## src/rtl/video_timing_pkg.sv

```systemverilog
// Shared raster timing: default 640x480 constants, total helpers, frame FSM states.
// Latency: n/a (declarations only).
// Backpressure: n/a.
package video_timing_pkg;

  localparam int H_ACTIVE_DEF = 640;
  localparam int H_FP_DEF     = 16;
  localparam int H_SYNC_DEF   = 96;
  localparam int H_BP_DEF     = 48;
  localparam int V_ACTIVE_DEF = 480;
  localparam int V_FP_DEF     = 10;
  localparam int V_SYNC_DEF   = 2;
  localparam int V_BP_DEF     = 33;
  localparam int CW_DEF       = 12;

  typedef enum logic [1:0] {
    IDLE = 2'd0,
    RUN  = 2'd1,
    LAST = 2'd2
  } state_e;

  function automatic int h_total(input int act, input int fp, input int sync, input int bp);
    return act + fp + sync + bp;
  endfunction

  function automatic int v_total(input int act, input int fp, input int sync, input int bp);
    return act + fp + sync + bp;
  endfunction

endpackage

```

## src/rtl/video_timing_cnt.sv

```systemverilog
// h/v raster counters with registered vs/hs/de and x/y decode.
// Latency: outputs reflect the counter value of the previous cycle (1 clock).
// Backpressure: none; counts freely while run_i, holds at 0 otherwise.
module video_timing_cnt
  import video_timing_pkg::*;
#(
  parameter int H_ACTIVE = H_ACTIVE_DEF,
  parameter int H_FP     = H_FP_DEF,
  parameter int H_SYNC   = H_SYNC_DEF,
  parameter int H_BP     = H_BP_DEF,
  parameter int V_ACTIVE = V_ACTIVE_DEF,
  parameter int V_FP     = V_FP_DEF,
  parameter int V_SYNC   = V_SYNC_DEF,
  parameter int V_BP     = V_BP_DEF,
  parameter int CW       = CW_DEF
) (
  input  logic          clk,
  input  logic          rst_b,
  input  logic          run_i,
  output logic [CW-1:0] h_o,
  output logic [CW-1:0] v_o,
  output logic          vs_o,
  output logic          hs_o,
  output logic          de_o,
  output logic [CW-1:0] x_o,
  output logic [CW-1:0] y_o
);

  localparam int HT = h_total(H_ACTIVE, H_FP, H_SYNC, H_BP);
  localparam int VT = v_total(V_ACTIVE, V_FP, V_SYNC, V_BP);

  localparam logic [CW-1:0] H_LAST = CW'(HT - 1);
  localparam logic [CW-1:0] V_LAST = CW'(VT - 1);
  localparam logic [CW-1:0] H_ACT  = CW'(H_ACTIVE);
  localparam logic [CW-1:0] V_ACT  = CW'(V_ACTIVE);
  localparam logic [CW-1:0] HS_BEG = CW'(H_ACTIVE + H_FP);
  localparam logic [CW-1:0] HS_END = CW'(H_ACTIVE + H_FP + H_SYNC);
  localparam logic [CW-1:0] VS_BEG = CW'(V_ACTIVE + V_FP);
  localparam logic [CW-1:0] VS_END = CW'(V_ACTIVE + V_FP + V_SYNC);

  logic [CW-1:0] h_q, h_d, v_q, v_d;
  logic [CW-1:0] x_q, y_q;
  logic          de_q, hs_q, vs_q;
  logic          de_c, hs_c, vs_c;

  // Next counter values and combinational decode of the current position.
  always_comb begin
    h_d = '0;
    v_d = '0;
    if (run_i) begin
      if (h_q == H_LAST) begin
        h_d = '0;
        v_d = (v_q == V_LAST) ? '0 : v_q + 1'b1;
      end else begin
        h_d = h_q + 1'b1;
        v_d = v_q;
      end
    end
    de_c = run_i && (h_q < H_ACT) && (v_q < V_ACT);
    hs_c = run_i && (h_q >= HS_BEG) && (h_q < HS_END);
    vs_c = run_i && (v_q >= VS_BEG) && (v_q < VS_END);
  end

  // Counter state and registered sync/de/coordinate outputs.
  always_ff @(posedge clk or negedge rst_b) begin
    if (!rst_b) begin
      h_q  <= '0;
      v_q  <= '0;
      de_q <= 1'b0;
      hs_q <= 1'b0;
      vs_q <= 1'b0;
      x_q  <= '0;
      y_q  <= '0;
    end else begin
      h_q  <= h_d;
      v_q  <= v_d;
      de_q <= de_c;
      hs_q <= hs_c;
      vs_q <= vs_c;
      x_q  <= de_c ? h_q : '0;
      y_q  <= de_c ? v_q : '0;
    end
  end

  assign h_o  = h_q;
  assign v_o  = v_q;
  assign de_o = de_q;
  assign hs_o = hs_q;
  assign vs_o = vs_q;
  assign x_o  = x_q;
  assign y_o  = y_q;

endmodule

```

## src/rtl/video_frame_ctrl.sv

```systemverilog
// Frame sequencer: single/continuous frames, graceful stop, returned-pixel accounting.
// Latency: start at edge N -> first de_out/x=0/y=0 after edge N+1; frame_done 1 clock after last return.
// Backpressure: none; downstream must return every pixel within the vertical blanking.
module video_frame_ctrl
  import video_timing_pkg::*;
#(
  parameter int H_ACTIVE = H_ACTIVE_DEF,
  parameter int H_FP     = H_FP_DEF,
  parameter int H_SYNC   = H_SYNC_DEF,
  parameter int H_BP     = H_BP_DEF,
  parameter int V_ACTIVE = V_ACTIVE_DEF,
  parameter int V_FP     = V_FP_DEF,
  parameter int V_SYNC   = V_SYNC_DEF,
  parameter int V_BP     = V_BP_DEF,
  parameter int CW       = CW_DEF
) (
  input  logic          clk,
  input  logic          rst_b,
  input  logic          start,
  input  logic          cont_en,
  input  logic          stop,
  output logic          busy,
  output logic          vs_out,
  output logic          hs_out,
  output logic          de_out,
  output logic [CW-1:0] x,
  output logic [CW-1:0] y,
  input  logic          de_ret,
  output logic          frame_done,
  output logic          pix_err
);

  localparam int HT       = h_total(H_ACTIVE, H_FP, H_SYNC, H_BP);
  localparam int VT       = v_total(V_ACTIVE, V_FP, V_SYNC, V_BP);
  localparam int NPIX     = H_ACTIVE * V_ACTIVE;
  localparam int RCW      = $clog2(NPIX + 1);
  localparam int IDLE_LIM = V_BP * HT;
  localparam int ICW      = $clog2(IDLE_LIM + 2);

  localparam logic [CW-1:0]  H_LAST  = CW'(HT - 1);
  localparam logic [CW-1:0]  V_LAST  = CW'(VT - 1);
  localparam logic [RCW-1:0] RC_FULL = RCW'(NPIX);
  localparam logic [RCW-1:0] RC_PEN  = RCW'(NPIX - 1);
  localparam logic [ICW-1:0] IDLE_TH = ICW'(IDLE_LIM);
  localparam logic [ICW-1:0] IDLE_SAT = ICW'(IDLE_LIM + 1);

  state_e         state_q;
  logic           busy_q;
  logic [CW-1:0]  h, v;
  logic           frame_last, frame_first, start_acc;
  logic [RCW-1:0] rc_q, rc_d;
  logic [ICW-1:0] idle_q, idle_d;
  logic           rc_clr, rc_full, done_d, err_set;
  logic           done_q, err_q;

  video_timing_cnt #(
    .H_ACTIVE(H_ACTIVE), .H_FP(H_FP), .H_SYNC(H_SYNC), .H_BP(H_BP),
    .V_ACTIVE(V_ACTIVE), .V_FP(V_FP), .V_SYNC(V_SYNC), .V_BP(V_BP),
    .CW(CW)
  ) u_cnt (
    .clk   (clk),
    .rst_b (rst_b),
    .run_i (busy_q),
    .h_o   (h),
    .v_o   (v),
    .vs_o  (vs_out),
    .hs_o  (hs_out),
    .de_o  (de_out),
    .x_o   (x),
    .y_o   (y)
  );

  assign frame_last  = busy_q && (h == H_LAST) && (v == V_LAST);
  assign frame_first = busy_q && (h == '0) && (v == '0);
  assign start_acc   = (state_q == IDLE) && start;

  // Frame sequencing; a stop in the frame's last cycle drops straight to IDLE.
  always_ff @(posedge clk or negedge rst_b) begin
    if (!rst_b) begin
      state_q <= IDLE;
      busy_q  <= 1'b0;
    end else begin
      case (state_q)
        IDLE: begin
          if (start) begin
            state_q <= RUN;
            busy_q  <= 1'b1;
          end
        end
        RUN: begin
          if (frame_last) begin
            if (!cont_en || stop) begin
              state_q <= IDLE;
              busy_q  <= 1'b0;
            end
          end else if (stop) begin
            state_q <= LAST;
          end
        end
        LAST: begin
          if (frame_last) begin
            state_q <= IDLE;
            busy_q  <= 1'b0;
          end
        end
        default: begin
          state_q <= IDLE;
          busy_q  <= 1'b0;
        end
      endcase
    end
  end

  // Return accounting and error detection for the next cycle.
  always_comb begin
    rc_clr  = start_acc || frame_first;
    rc_full = (rc_q == RC_FULL);
    rc_d    = rc_q;
    if (rc_clr) begin
      rc_d = '0;
    end else if (de_ret && !rc_full) begin
      rc_d = rc_q + 1'b1;
    end
    done_d = !rc_clr && de_ret && (rc_q == RC_PEN);
    idle_d = idle_q;
    if (busy_q) begin
      idle_d = '0;
    end else if (idle_q != IDLE_SAT) begin
      idle_d = idle_q + 1'b1;
    end
    // Late IDLE returns are ones that cannot belong to the frame just finished.
    err_set = (de_ret && rc_full)
           || (!busy_q && de_ret && (idle_q > IDLE_TH))
           || (frame_last && (rc_d != RC_FULL));
  end

  // Return counter, idle timer, frame_done pulse and sticky error.
  always_ff @(posedge clk or negedge rst_b) begin
    if (!rst_b) begin
      rc_q   <= '0;
      idle_q <= '0;
      done_q <= 1'b0;
      err_q  <= 1'b0;
    end else begin
      rc_q   <= rc_d;
      idle_q <= idle_d;
      done_q <= done_d;
      if (start_acc) begin
        err_q <= 1'b0;
      end else if (err_set) begin
        err_q <= 1'b1;
      end
    end
  end

  assign busy       = busy_q;
  assign frame_done = done_q;
  assign pix_err    = err_q;

endmodule

```

## config.mk

```make
export PLATFORM = sky130hd
export DESIGN_NAME = video_frame_ctrl
export DESIGN_NICKNAME = d
export VERILOG_FILES = /design/src/rtl/video_timing_pkg.sv /design/src/rtl/video_timing_cnt.sv /design/src/rtl/video_frame_ctrl.sv
export SDC_FILE = /design/constraint.sdc
export NUM_CORES = 1
export LEC_CHECK = 0
export CORE_MARGIN = 5
export CORE_UTILIZATION = 54
export CTS_BUF_LIST = sky130_fd_sc_hd__clkbuf_4 sky130_fd_sc_hd__clkbuf_8
export DETAILED_ROUTE_END_ITERATION = 7
export PLACE_DENSITY = 0.78
export SYNTH_ARGS = -nofsm -noshare
export SYNTH_HDL_FRONTEND = slang
export SYNTH_SLANG_ARGS = --single-unit
```

## constraint.sdc

```tcl
create_clock -name clk -period 2.3 [get_ports clk]
set_input_delay 0.23 -clock clk [delete_from_list [all_inputs] [get_ports clk]]
set_output_delay 0.23 -clock clk [all_outputs]
set_load 0.03 [all_outputs]
```

==> impl.org, run 1 <==
** Layout
- In the layout the commonest cells are 90 x sky130_fd_sc_hd__dfrtp_1, 61 x sky130_fd_sc_hd__nor2_1, 49 x sky130_fd_sc_hd__buf_4, 34 x sky130_fd_sc_hd__nand2_1, 34 x sky130_fd_sc_hd__clkdlybuf4s50_1.
- Cells with a size suffix above 1 make up 17.0% of the layout.
- In the final design database the tool counted 551 nets.
- Leading cell type in the layout, fill and taps excluded :: sky130_fd_sc_hd__dfrtp_1
- Area grow syn2layout :: 23.5%
- In the final layout, the multi-input gates occupy 0.00213 mm2.
- Area taken by flip-flops and latches :: around 0.0023 mm2
- The filler cells instantiated in the layout total between 500 and 600.
- Number of diodes added for antenna fixing :: 0
- With fillers left out, the area of the finished cells amounts to between 0.005 and 0.006 mm2.

** Placement
- Instance area after placement :: between 0.005 and 0.006 mm2
- After legalization and detailed placement, the total HPWL measured 6620 um.
- Routability congestion estimate :: between 0.8 and 0.9
- Buffers placed on the I/O ports in this run total 35.

** Status
- Violations in the final reports :: setup timing
- Status :: finished with violations

** STA
- Setup repair after global routing could not meet its margin everywhere.
- In the finished design, the share of the clock period the worst path needs comes to 102%.
- The final count of pins violating max slew came to 0.
- Skew final :: between 0.007 and 0.008 ns
- Least-Margin Pin Slew :: between 0.5 and 0.6 ns
- The number of endpoints with negative hold slack in the final report came to 0.
- Once routing completed, OpenROAD measured the worst setup slack at -0.0387 ns.
- Worst max-slew margin expressed relative to the limit :: between 60% and 70%
- Aggregate negative setup slack :: -0.0387 ns
- Setup violation total in the final timing report :: 1
- Maximum frequency from static timing analysis :: 0.428 GHz
- Clock period minus worst slack :: 2.34 ns

** Detailed routing
- In the routed layout, each cell is associated on average with a via count of about 5.3.
- In this run, the number of DRC markers left after iteration 0 of detailed routing was about 180.
- Total routed wirelength :: between 9000 and 10,000 um
- Average routed wire per standard cell :: between 10 and 15 um
- Detailed-route DRC error count :: 0
- Before antenna repair, the detailed router went through 4 iterations.
- Total via count in the routed design :: around 3,400
- The count of nets left with antenna violations once routing finished came out at 0.

** Worst setup path
- Largest fanout of any net on the critical path :: 3
- The startpoint identified for the worst register-to-register timing path is rc_q[5].
- R2r worst-path depth :: 7
- CP required :: approximately 2.6 ns
- RR Endpoint :: pix_err
- Kind of end point of the critical path :: flop
- Worst reg2reg setup slack :: -0.04 ns
- For the worst setup path, the data arrival time is about 2.6 ns.
- Setup CP Type :: reg -> reg
- STA classifies the critical path startpoint as a flop.

** Pwr
- Net switching is between 30% and 40% of the power.
- In this run the power spent charging and discharging nets is around 1.2 mW.
- Cell Int Power :: around 2.6 mW
- In this run, the combinational gates consume 25.7% of the power.
- Final total power :: ~4 mW
- Summed over all cells, the static leakage comes to 2.46 nW.
- The worst-case IR drop observed on VDD is approximately 0.58 mV.
- Power spread over the standard cell area amounts to 706 mW/mm2.
- The share of total power dissipated in sequential elements is 46.7%.
- The clock network accounts for between 20 and 30% of the total power.

** Logic synthesis
- Summing the sequential cell areas from Yosys gives about 50% of the chip area.
- Main combinational cell family by area after synthesis :: simple AND/OR/NAND/NOR gates
- Synth Instances :: 453
- In the synthesized netlist, mux cells make up less than 1% of the area.
- The synthesized netlist contains between 50 and 60 unique library cells.
- Area contributors post-synth :: sky130_fd_sc_hd__dfrtp_1 50%, sky130_fd_sc_hd__nor2_1 5.1%, sky130_fd_sc_hd__xor2_1 4.5%
- Most used flip-flop cell after synthesis :: sky130_fd_sc_hd__dfrtp_1
- Yosys printed 0 warnings.
- Area fraction in compound gates after synthesis :: 7.09%
- Post-synthesis area per instance :: roughly 9.9 um2
- Post-synthesis xor/xnor area fraction :: under 10%
- Area fraction in and, or, nand and nor cells after synthesis :: around 27%
- Async SR Flop Fraction :: 100%
- Of the total synthesized cell area, the portion taken by full adders, half adders and majority gates is ~2.8%.
- The synthesized design contains 0 enable-type register cells.
- In this run the cell area of the synthesized design comes to 0.00447 mm2.
- Top-area cell type share of the netlist area :: about 50%
- Flops & latches, synth :: 90
- Cell type with the highest aggregate area in the netlist :: sky130_fd_sc_hd__dfrtp_1

** Floorplanning
- Die outline height :: around 100 um
- Row generation in the floorplan step produced 33 rows.
- Initial Utilization :: 54.9%
- Horiz. Die Dim :: 101 um
- Placeable core region :: 0.00813 mm2
- Total die area :: 0.0102 mm2
- Count of pins on the block boundary :: 36

** Global route
- Overall routing resource usage :: ~20%
- Entering global routing, the biggest net connects 46 pins.
- Global routing finished with a remaining overflow of 0.
- First-pass GRT wire length :: approximately 16,000 um
- The number of antenna violations at the first check in global routing is 0.
- The via count of the first global-routing pass was 3,433.

** Hold path
- In this run the worst hold path is classified as in -> async.

** Job
- Max Cap Violations :: 0

** CTS
- The tree built by TritonCTS fans out to 90 sinks.
- Counting the buffers created by CTS gives 9.
- The H-tree was split into 3 levels.
- The root buffer cell chosen for the clock tree is sky130_fd_sc_hd__clkbuf_8.
- CTS max path bufs :: 2
- TritonCTS built the clock tree.
- Clock-pin slew was measured on the worst setup and hold paths at 0.09 ns.
- Worst-Skew Late Latency :: about 0.36 ns
-- timing repair --
item	in CTS	in global routing
cloned	0	0
resized for setup	5	6
pin swaps	4	4
endpoints found under the hold margin	21	0
endpoints found under the setup margin	11	14
hold buffers	1	0
setup buffers	2	0
-- how the worst max path moves through the flow --
| stage | from | endpoint | slack [ns] | cells after the start |
|---|---|---|---|---|
| finish | rc_q[5] | pix_err | -0.04 | 7 |
| global route | rc_q[5] | pix_err | -0.08 | 7 |
| CTS | rc_q[5] | pix_err | -0.04 | 7 |
| detailed placement | de_ret | pix_err | -0.09 | 8 |
| global placement | de_ret | pix_err | -0.07 | 8 |
| floorplan | rc_q[3] | pix_err | -0.05 | 8 |
-- worst max-delay path, stage by stage, from the launching register on --
cell and delay [ns]:
sky130_fd_sc_hd__dfrtp_1 0.39, sky130_fd_sc_hd__or3_4 0.39, sky130_fd_sc_hd__or4_1 0.46, sky130_fd_sc_hd__or3_4 0.35, sky130_fd_sc_hd__mux2_4 0.20, sky130_fd_sc_hd__and4_4 0.19
sky130_fd_sc_hd__nand4_1 0.11, sky130_fd_sc_hd__o2bb2ai_1 0.14
-- metal layers --
layer / share of wire [%] / wire (um) / global-route usage (%) / vias to the layer above
li1: - / - / - / 1704
met1: 45 / 4180 / 26.4 / 1656
met2: 50 / 4560 / 31.3 / 58
met3: 3.3 / 303 / 3.32 / 12
met4: 1.7 / 153 / 7.77 / 0
met5: 0 / 0 / 0 / -
-- cell usage after synthesis, drive strengths merged, types with 6 or more instances --
cell,count
dfrtp,90
nor2,61
nand2,34
and2,27
nand3,27
xor2,23
xnor2,22
o21ai,21
nand4,16
clkbuf,15
inv,14
a21oi,10
ha,10
or3,9
and3,7
and4,7
nor3,6
nor3b,6
-- area by class of cell --
type	count	area share [%]
well taps	105	2.38
clock inverters	6	1.23
multi-input cells	334	38.6
inverters	14	0.953
repair buffers	86	13.6
flip-flops and latches	90	40.9
clock buffers	10	2.38
-- metrics by stage --
| step | worst slack [ns] | utilization (%) | hold slack [ns] | std cells |
|---|---|---|---|---|
| after CTS | -0.0423 | 67.4 | 0.286 | 645 |
| after global routing | -0.0798 | 67.8 | 0.300 | 645 |
| after detailed placement | -0.0891 | 64.4 | 0.144 | 626 |
| after global placement | -0.0679 | 64.4 | 0.138 | 626 |
| final | -0.0387 | 67.8 | 0.289 | 645 |
| after floorplan | -0.0493 | - | -0.0656 | 457 |
-- power groups by stage --
stage	Sequential (mW)	Combinational, mW	Clock (mW)
global placement	1.84	0.979	0
detailed placement	1.84	0.997	0
finish	1.82	1.00	1.07
global route	1.84	1.10	1.17
floorplan	1.93	0.491	0
CTS	1.82	1.00	1.11
-- sequential cells by signal, summed over array words and instances (netlist names) --
name,flops
u_cnt.hs_o,1
busy,1
u_cnt.h_o,12
pix_err,1
frame_done,1
u_cnt.x_o,12
idle_q,15
u_cnt.y_o,12
u_cnt.de_o,1
u_cnt.vs_o,1
rc_q,19
u_cnt.v_o,12
state_q,2
-- kinds of logic after synthesis --
group,count (synthesis)
other cells,1
flops,90
compound gates,48
buf+inv,33
fa+ha+maj,10
mux,1
simple gates,225
xor+xnor,45
Power figures use the tool's default switching activity.
==> run 2, diff against run 1 <==
- HOLD_SLACK_MARGIN: unset -> 0.02
- PLACE_DENSITY: 0.78 -> 0.84
==> impl.org, run 2 (same netlist as run 1, synthesis figures left out) <==
** Status
- Status: finished with violations (unchanged).
- Violations in the final reports :: setup timing (unchanged)

** Detailed routing
- Total routed wirelength :: 9880 um (was 9190 um)
- Average routed wire per standard cell :: 15.3 um (was 14.2 um)
- Detailed-route DRC error count :: 0 (unchanged)
- The remaining number of nets flagged by the antenna check after routing is 0 (unchanged).
- Pre-Repair DR Iteration Count :: 4 (unchanged)
- The total number of vias came to 3,555 (was 3,430).
- Via count normalized by instance count :: 5.52 (was 5.32)
- DRC marker count from the first detailed-route iteration :: 139 (was 175)

** Layout
- The number of fill cells was 605 (was 598).
- The register with the highest flop count was rc_q (unchanged).
- The net count reported at finish is 550 (was 551).
- Leading registers by flop count: rc_q x19, idle_q x15 (unchanged).
- Leading cell type in the layout, fill and taps excluded :: sky130_fd_sc_hd__dfrtp_1 (unchanged)
- Area taken by flip-flops and latches :: 0.00225 mm2 (unchanged)
- Area grow syn2layout :: 23.4% (was 23.5%)
- Leading cell types in the layout, fill and taps excluded: 90 x sky130_fd_sc_hd__dfrtp_1, 60 x sky130_fd_sc_hd__nor2_1, 49 x sky130_fd_sc_hd__buf_4, 34 x sky130_fd_sc_hd__nand2_1, 34 x sky130_fd_sc_hd__clkdlybuf4s50_1 (was 90 x sky130_fd_sc_hd__dfrtp_1, 61 x sky130_fd_sc_hd__nor2_1, 49 x sky130_fd_sc_hd__buf_4, 34 x sky130_fd_sc_hd__nand2_1, 34 x sky130_fd_sc_hd__clkdlybuf4s50_1).
- Proportion of layout cells with a drive suffix above 1 :: 17.4% (was 17.0%)
- Area taken by multi-input logic gates :: 0.00213 mm2 (about the same)
- The count of antenna diodes in the layout was 0 (unchanged).
- The post-route cell area was 0.00551 mm2 (about the same).
- The flip-flop count of the largest register after layout came to 19 (unchanged).
- Non-Filler Instances :: 644 (was 645)

** Worst setup path
- The launch point of the critical path was rc_q[5] (unchanged).
- The cell count of the worst reg-to-reg path came to 7 (unchanged).
- Largest fanout of any net on the critical path :: 3 (unchanged)
- The arrival time of data at the critical path endpoint came to 2.64 ns (was 2.60 ns).
- Startpoint kind of the worst setup timing path :: flop (unchanged)
- The capturing element type of the critical path was a flop (unchanged).
- Worst reg2reg setup slack :: -0.08 ns (was -0.04 ns)
- The required time at the worst-slack endpoint came to 2.57 ns (was 2.56 ns).
- Source of the worst register-to-register timing path :: rc_q[5] (unchanged)
- The capture point of the worst reg-to-reg path is pix_err (unchanged).
- The critical setup path kind is reg -> reg (unchanged).

** CTS
- The root cell of the clock tree is sky130_fd_sc_hd__clkbuf_8 (unchanged).
- Clock transition at path regs :: 0.09 ns (about the same)
- The TritonCTS clock tree was built (unchanged).
- Number of sinks driven by the clock tree :: 90 (unchanged)
- Maximum level of the CTS H-tree :: 3 (unchanged)
- Number of clock buffers inserted by TritonCTS :: 9 (unchanged)
- CTS max path bufs :: 2 (unchanged)
- Worst-Skew Late Latency :: 0.38 ns (was 0.36 ns)

** STA
- Final hold violation count :: 0 (unchanged)
- Setup violation total in the final timing report :: 1 (unchanged)
- The clock period minus worst slack came to 2.38 ns (was 2.34 ns).
- The worst hold-check slack was 0.463 ns (was 0.289 ns).
- Maximum frequency from static timing analysis :: 0.421 GHz (was 0.428 GHz)
- Skew final :: 0.0102 ns (was 0.00771 ns)
- The transition time at the pin with the least slew margin was 0.793 ns (was 0.577 ns).
- Pins over their slew limit :: 0 (unchanged)
- Worst Setup Slack, final :: -0.0750 ns (was -0.0387 ns)
- Portion of the clock cycle consumed by the worst path in the final layout :: 103% (was 102%)
- Worst max-slew margin expressed relative to the limit :: 47.2% (was 61.5%)
- Unrepaired setup endpoints after global routing: yes (unchanged).

** Pwr
- The internal power contribution is 2.63 mW (was 2.64 mW).
- The switching part of the total is 33.2% (was 32.1%).
- Seq pwr share :: 46.2% (was 46.7%)
- The proportion of power drawn by combinational gates came to 25.9% (was 25.7%).
- The switching power is 1.31 mW (was 1.25 mW).
- Leak :: 2.46 nW (about the same)
- The power density of the placed cells was 713 mW/mm2 (was 706 mW/mm2).
- VDD IR-drop max :: 0.506 mV (was 0.576 mV)
- Relative contribution of the clock network to total power :: 28.0% (was 27.5%)
- Final total power :: 3.93 mW (was 3.89 mW)

** Floorplanning
- The top-level port count came to 36 (unchanged).
- Die outline height :: 101 um (unchanged)
- Initial Utilization :: 54.9% (unchanged)
- Total die area :: 0.0102 mm2 (unchanged)
- The die extent in x is 101 um (unchanged).
- The number of core rows was 33 (unchanged).
- The standard cell core area was 0.00813 mm2 (unchanged).

** Placement
- Number of placed cells counting well taps :: 624 (was 626)
- Half-perimeter wire length after detailed placement :: 7040 um (was 6620 um)
- The number of port buffers is 35 (unchanged).
- The post-place instance area is 0.00523 mm2 (was 0.00524 mm2).
- The final estimated routing congestion in global placement is 0.890 (was 0.863).

** Global route
- Overall routing resource usage :: 21.4% (was 19.5%)
- The global route total overflow is 0 (unchanged).
- Vias in the first global route :: 3,652 (was 3,433)
- The met3 demand-to-capacity share in global routing came to 4.98% (was 3.32%).
- Most used routing layer :: met2 (unchanged)
- Grt met2 use :: 35.3% (was 31.3%)
- The maximum number of pins on one net before global-route repair is 65 (was 46).
- Initial antenna violation count :: 0 (unchanged)
- Met1 Resource Use GR :: 27.5% (was 26.4%)
- The global-route wire length before repair was 17,300 um (was 16,000 um).

** Hold path
- The path category of the worst min-delay check is in -> async (unchanged).

** Job
- The count of maximum capacitance violations came to 0 (unchanged).
==> run 2: cell count changes in the layout (fill, tap and decap cells not counted), sizes merged <==
cell      change
clkinv        +2
clkinvlp      -2
buf           -1
clkbuf        -1
inv           +1
==> run 2: worst max path at each step <==
stage | endpoint | slack (ns)
5_1_grt | pix_err | -0.10
3_3_place_gp | pix_err | -0.04
6_report | pix_err | -0.08
4_1_cts | pix_err | -0.07
3_5_place_dp | pix_err | -0.10
2_1_floorplan | pix_err | -0.05
==> run 2: worst max-delay path, stage by stage (launching register included) <==
cell and delay, ns:
sky130_fd_sc_hd__dfrtp_1 0.39, sky130_fd_sc_hd__or3_4 0.38, sky130_fd_sc_hd__or4_1 0.48, sky130_fd_sc_hd__or3_4 0.37, sky130_fd_sc_hd__mux2_4 0.20, sky130_fd_sc_hd__and4_4 0.19, sky130_fd_sc_hd__nand4_1 0.11, sky130_fd_sc_hd__o2bb2ai_1 0.15
==> run 2: through the flow <==
stage / setup slack (ns) / utilization (%) / setup TNS, ns
finish: -0.0750 / 67.8 / -0.0750
global route: -0.103 / 67.8 / -0.103
CTS: -0.0688 / 67.1 / -0.0688
detailed placement: -0.100 / 64.2 / -0.225
global placement: -0.0447 / 64.2 / -0.0447
floorplan: -0.0493 / - / -0.0493
==> run 2: cell type report <==
| cell class | count | area share, % |
|---|---|---|
| Inverter | 14 | 0.953 |
| Clock buffer | 9 | 2.25 |
| Tap cell | 105 | 2.38 |
| Multi-Input combinational cell | 334 | 38.7 |
| Timing Repair Buffer | 85 | 13.4 |
| Sequential cell | 90 | 40.9 |
| Clock inverter | 7 | 1.43 |
==> run 2: metal layers <==
layer,vias up,wire length (um),share of wire (%)
met2,92,5160,52
met5,-,0,0
met1,1747,4090,41
met4,0,182,1.8
li1,1701,-,-
met3,15,449,4.5
==> run 2: timing repair <==
action	in CTS	in global routing
endpoints found under the setup margin	10	20
hold buffers	1	0
pin swaps	3	5
buffers inserted	0	3
gates resized for setup	5	9
gates cloned	0	0
hold endpoints to repair	62	0
==> run 2: power groups by stage <==
stage / clock network [mW] / logic [mW] / registers [mW]
finish: 1.10 / 1.02 / 1.81
global route: 1.20 / 1.13 / 1.83
CTS: 1.13 / 1.01 / 1.81
detailed placement: 0 / 1.00 / 1.84
global placement: 0 / 0.968 / 1.83
floorplan: 0 / 0.491 / 1.93
==> run 3, diff against run 2 <==
- CORE_UTILIZATION: 54 -> 60
- PLACE_DENSITY: 0.84 -> 0.88
- clock period: 2.3 -> 2.54 ns (I/O delays scaled with it)
==> impl.org, run 3 (same netlist as run 1, synthesis figures left out) <==
** Status
- Status: finished, final reports clean (was finished with violations).

** STA
- The number of endpoints with negative hold slack in the final report is 0 (unchanged).
- Portion of the clock cycle consumed by the worst path in the final layout :: 97.4% (was 103%)
- The highest clock rate came to 0.404 GHz (was 0.421 GHz).
- The setup slack after layout is 0.0671 ns (was -0.0750 ns).
- The number of failing setup endpoints in the final timing report came to 0 (was 1).
- The final count of pins violating max slew is 0 (unchanged).
- The clock period minus worst slack was 2.47 ns (was 2.38 ns).
- The transition time at the pin with the least slew margin is 0.536 ns (was 0.793 ns).
- The worst hold-check slack is 0.486 ns (was 0.463 ns).
- Worst max-slew margin expressed relative to the limit :: 64.2% (was 47.2%)
- Unrepaired setup endpoints after global routing :: yes (unchanged)
- The final worst clock skew came to 0.0113 ns (was 0.0102 ns).

** Worst setup path
- The critical-path cell with the highest stage delay is sky130_fd_sc_hd__or4_1 (unchanged).
- Setup CP Type :: reg -> reg (unchanged)
- CP required :: 2.79 ns (was 2.57 ns)
- The maximum fanout along the worst path is 5 (was 3).
- Cell with the most instances on the worst path :: sky130_fd_sc_hd__or3_4 (unchanged)
- The worst-case register-to-register setup slack was 0.07 ns (was -0.08 ns).
- CP arrival :: 2.72 ns (was 2.64 ns)
- Kind of end point of the critical path :: flop (unchanged)
- The biggest cell delay along the critical path came to 0.42 ns (was 0.48 ns).
- Critical path cell sequence: or3_4, or4_1, or3_4, nor3b_4, a2111oi_4, nand4_1, o2bb2ai_1 (was or3_4, or4_1, or3_4, mux2_4, and4_4, nand4_1, o2bb2ai_1).
- The launching element type of the critical path was a flop (unchanged).
- R2r worst-path depth :: 7 (unchanged)

** Floorplanning
- The die outline area was 0.00927 mm2 (was 0.0102 mm2).
- Initial Utilization :: 61.6% (was 54.9%)
- The number of core rows is 31 (was 33).
- The standard cell core area came to 0.00725 mm2 (was 0.00813 mm2).
- Horiz. Die Dim :: 96.3 um (was 101 um)
- The top-level port count came to 36 (unchanged).
- Die outline height :: 96.3 um (was 101 um)

** Layout
- The flip-flop count of the largest register after layout was 19 (unchanged).
- The share of layout cells above drive strength 1 was 12.4% (was 17.4%).
- Non-Filler Instances :: 616 (was 644)
- Layout filler cell count :: 531 (was 605)
- Final #Nets :: 528 (was 550)
- Top register by number of flip-flops :: rc_q (unchanged)
- Leading registers by flop count :: rc_q x19, idle_q x15 (unchanged)
- Number of diodes added for antenna fixing :: 0 (unchanged)
- Utilization of the core after routing :: 72.8% (was 67.8%)
- Leading cell types in the layout, fill and taps excluded :: 90 x sky130_fd_sc_hd__dfrtp_1, 61 x sky130_fd_sc_hd__nor2_1, 34 x sky130_fd_sc_hd__nand2_1, 34 x sky130_fd_sc_hd__clkdlybuf4s50_1 (was 90 x sky130_fd_sc_hd__dfrtp_1, 60 x sky130_fd_sc_hd__nor2_1, 49 x sky130_fd_sc_hd__buf_4, 34 x sky130_fd_sc_hd__nand2_1, 34 x sky130_fd_sc_hd__clkdlybuf4s50_1)
- Leading cell type in the layout, fill and taps excluded :: sky130_fd_sc_hd__dfrtp_1 (unchanged)
- Area grow syn2layout :: 18.2% (was 23.4%)

** Detailed routing
- DRC marker count from the first detailed-route iteration :: 224 (was 139)
- Total via count in the routed design :: 3,460 (was 3,555)
- The remaining number of nets flagged by the antenna check after routing was 0 (unchanged).
- The routed wire length was 9580 um (was 9880 um).
- The number of detailed-routing iterations run before antenna repair came to 5 (was 4).
- The residual DRC count is 0 (unchanged).
- Average routed wire per standard cell :: 15.5 um (was 15.3 um)
- Via count normalized by instance count :: 5.62 (was 5.52)

** Global route
- The global-route wire length before repair came to 16,000 um (was 17,300 um).
- Vias in the first global route :: 3,403 (was 3,652)
- The number of antenna violations at the first check in global routing was 0 (unchanged).
- The maximum number of pins on one net before global-route repair came to 91 (was 65).
- Sum of overflow across all layers after global routing :: 0 (unchanged)
- Overall routing resource usage :: 22.5% (was 21.4%)

** Pwr
- Combinational share of power :: 25.5% (was 25.9%)
- The switching part of the total was 34.2% (was 33.2%).
- Leak :: 2.34 nW (was 2.46 nW)
- Cell Int Power :: 2.28 mW (was 2.63 mW)
- The clock network fraction of total power was 26.5% (was 28.0%).
- Power per unit of standard cell area :: 655 mW/mm2 (was 713 mW/mm2)
- The peak ir drop on the vdd network came to 0.573 mV (was 0.506 mV).
- The fraction of power consumed by sequential logic is 47.9% (was 46.2%).
- The post-layout total power is 3.46 mW (was 3.93 mW).
- The switching power is 1.18 mW (was 1.31 mW).

** CTS
- Maximum level of the CTS H-tree :: 3 (unchanged)
- Clock transition at path regs :: 0.10 ns (was 0.09 ns)
- The number of clock sinks seen by CTS was 90 (unchanged).
- Clk root buf :: sky130_fd_sc_hd__clkbuf_8 (unchanged)
- The post-CTS setup-driven buffer insertion count was 0 (unchanged).
- The clock latency reported for the late side of the worst-skew pair was 0.36 ns (was 0.38 ns).
- The clock buffer count from CTS is 9 (unchanged).
- The number of buffers between clock root and the deepest sink is 2 (unchanged).
- Clock tree from TritonCTS :: built (unchanged)

** Placement
- The HPWL after detailed placement came to 6660 um (was 7040 um).
- Pre-CTS setup slack :: 0.0430 ns (was -0.100 ns)
- The number of port buffers is 35 (unchanged).
- The placed instance count is 599 (was 624).
- Routability congestion estimate :: 0.902 (was 0.890)

** Hold path
- Class of the tightest hold or removal check :: in -> async (unchanged)

** Job
- Max Cap Violations :: 0 (unchanged)
## run 3: area by class of cell
class | count | area (um2) | area share, %
well taps | 99 | 124 | 2.35
clock buffers | 9 | 124 | 2.35
clock inverters | 7 | 61.3 | 1.16
flip-flops and latches | 90 | 2250 | 42.7
inverters | 14 | 52.6 | 0.995
repair buffers | 63 | 586 | 11.1
multi-input cells | 334 | 2080 | 39.4
## run 3: per-stage QoR
stage	area (um2)	TNS, ns
floorplan	4480	0
global placement	5080	0
detailed placement	5080	0
CTS	5270	0
global route	5280	-0.0534
finish	5280	0
## run 3: worst max-delay path: cells and delay by family (launching register included)
| kind | cells | cell delay (ns) |
|---|---|---|
| DFF | 1 | 0.39 |
| and+or+nand+nor | 5 | 1.49 |
| AOI/OAI and AO/OA | 2 | 0.49 |
## run 3: worst paths after layout
path,to,from
max in group asynchronous,u_cnt.de_o,rst_b
worst max-delay path,pix_err,rc_q[3]
min in group clk,u_cnt.v_o[10],u_cnt.v_o[10]
worst min-delay path,u_cnt.v_o[0],rst_b
worst min register to register,u_cnt.v_o[10],u_cnt.v_o[10]
worst max register to register,pix_err,rc_q[3]
## run 3: power groups by stage
| stage | clock (mW) | combinational [mW] | sequential (mW) |
|---|---|---|---|
| finish | 0.917 | 0.884 | 1.66 |
| global route | 0.996 | 0.966 | 1.67 |
| CTS | 0.930 | 0.881 | 1.65 |
| detailed placement | 0 | 0.872 | 1.68 |
| global placement | 0 | 0.858 | 1.67 |
| floorplan | 0 | 0.441 | 1.75 |
## run 3: timing repair
item / 4_1_cts / 5_1_grt
hold buffers: 1 / 0
setup endpoints to repair: 0 / 2
resized for setup: 0 / 1
endpoints found under the hold margin: 90 / 0
## run 3: layer usage
metal  vias up  share of wire (%)  GRT usage, %
met2       116                 49          37.5
met3        18                5.3          4.22
met5         -                  0             0
met4         0                2.0          8.89
met1      1669                 43          28.9
li1       1657                  -             -
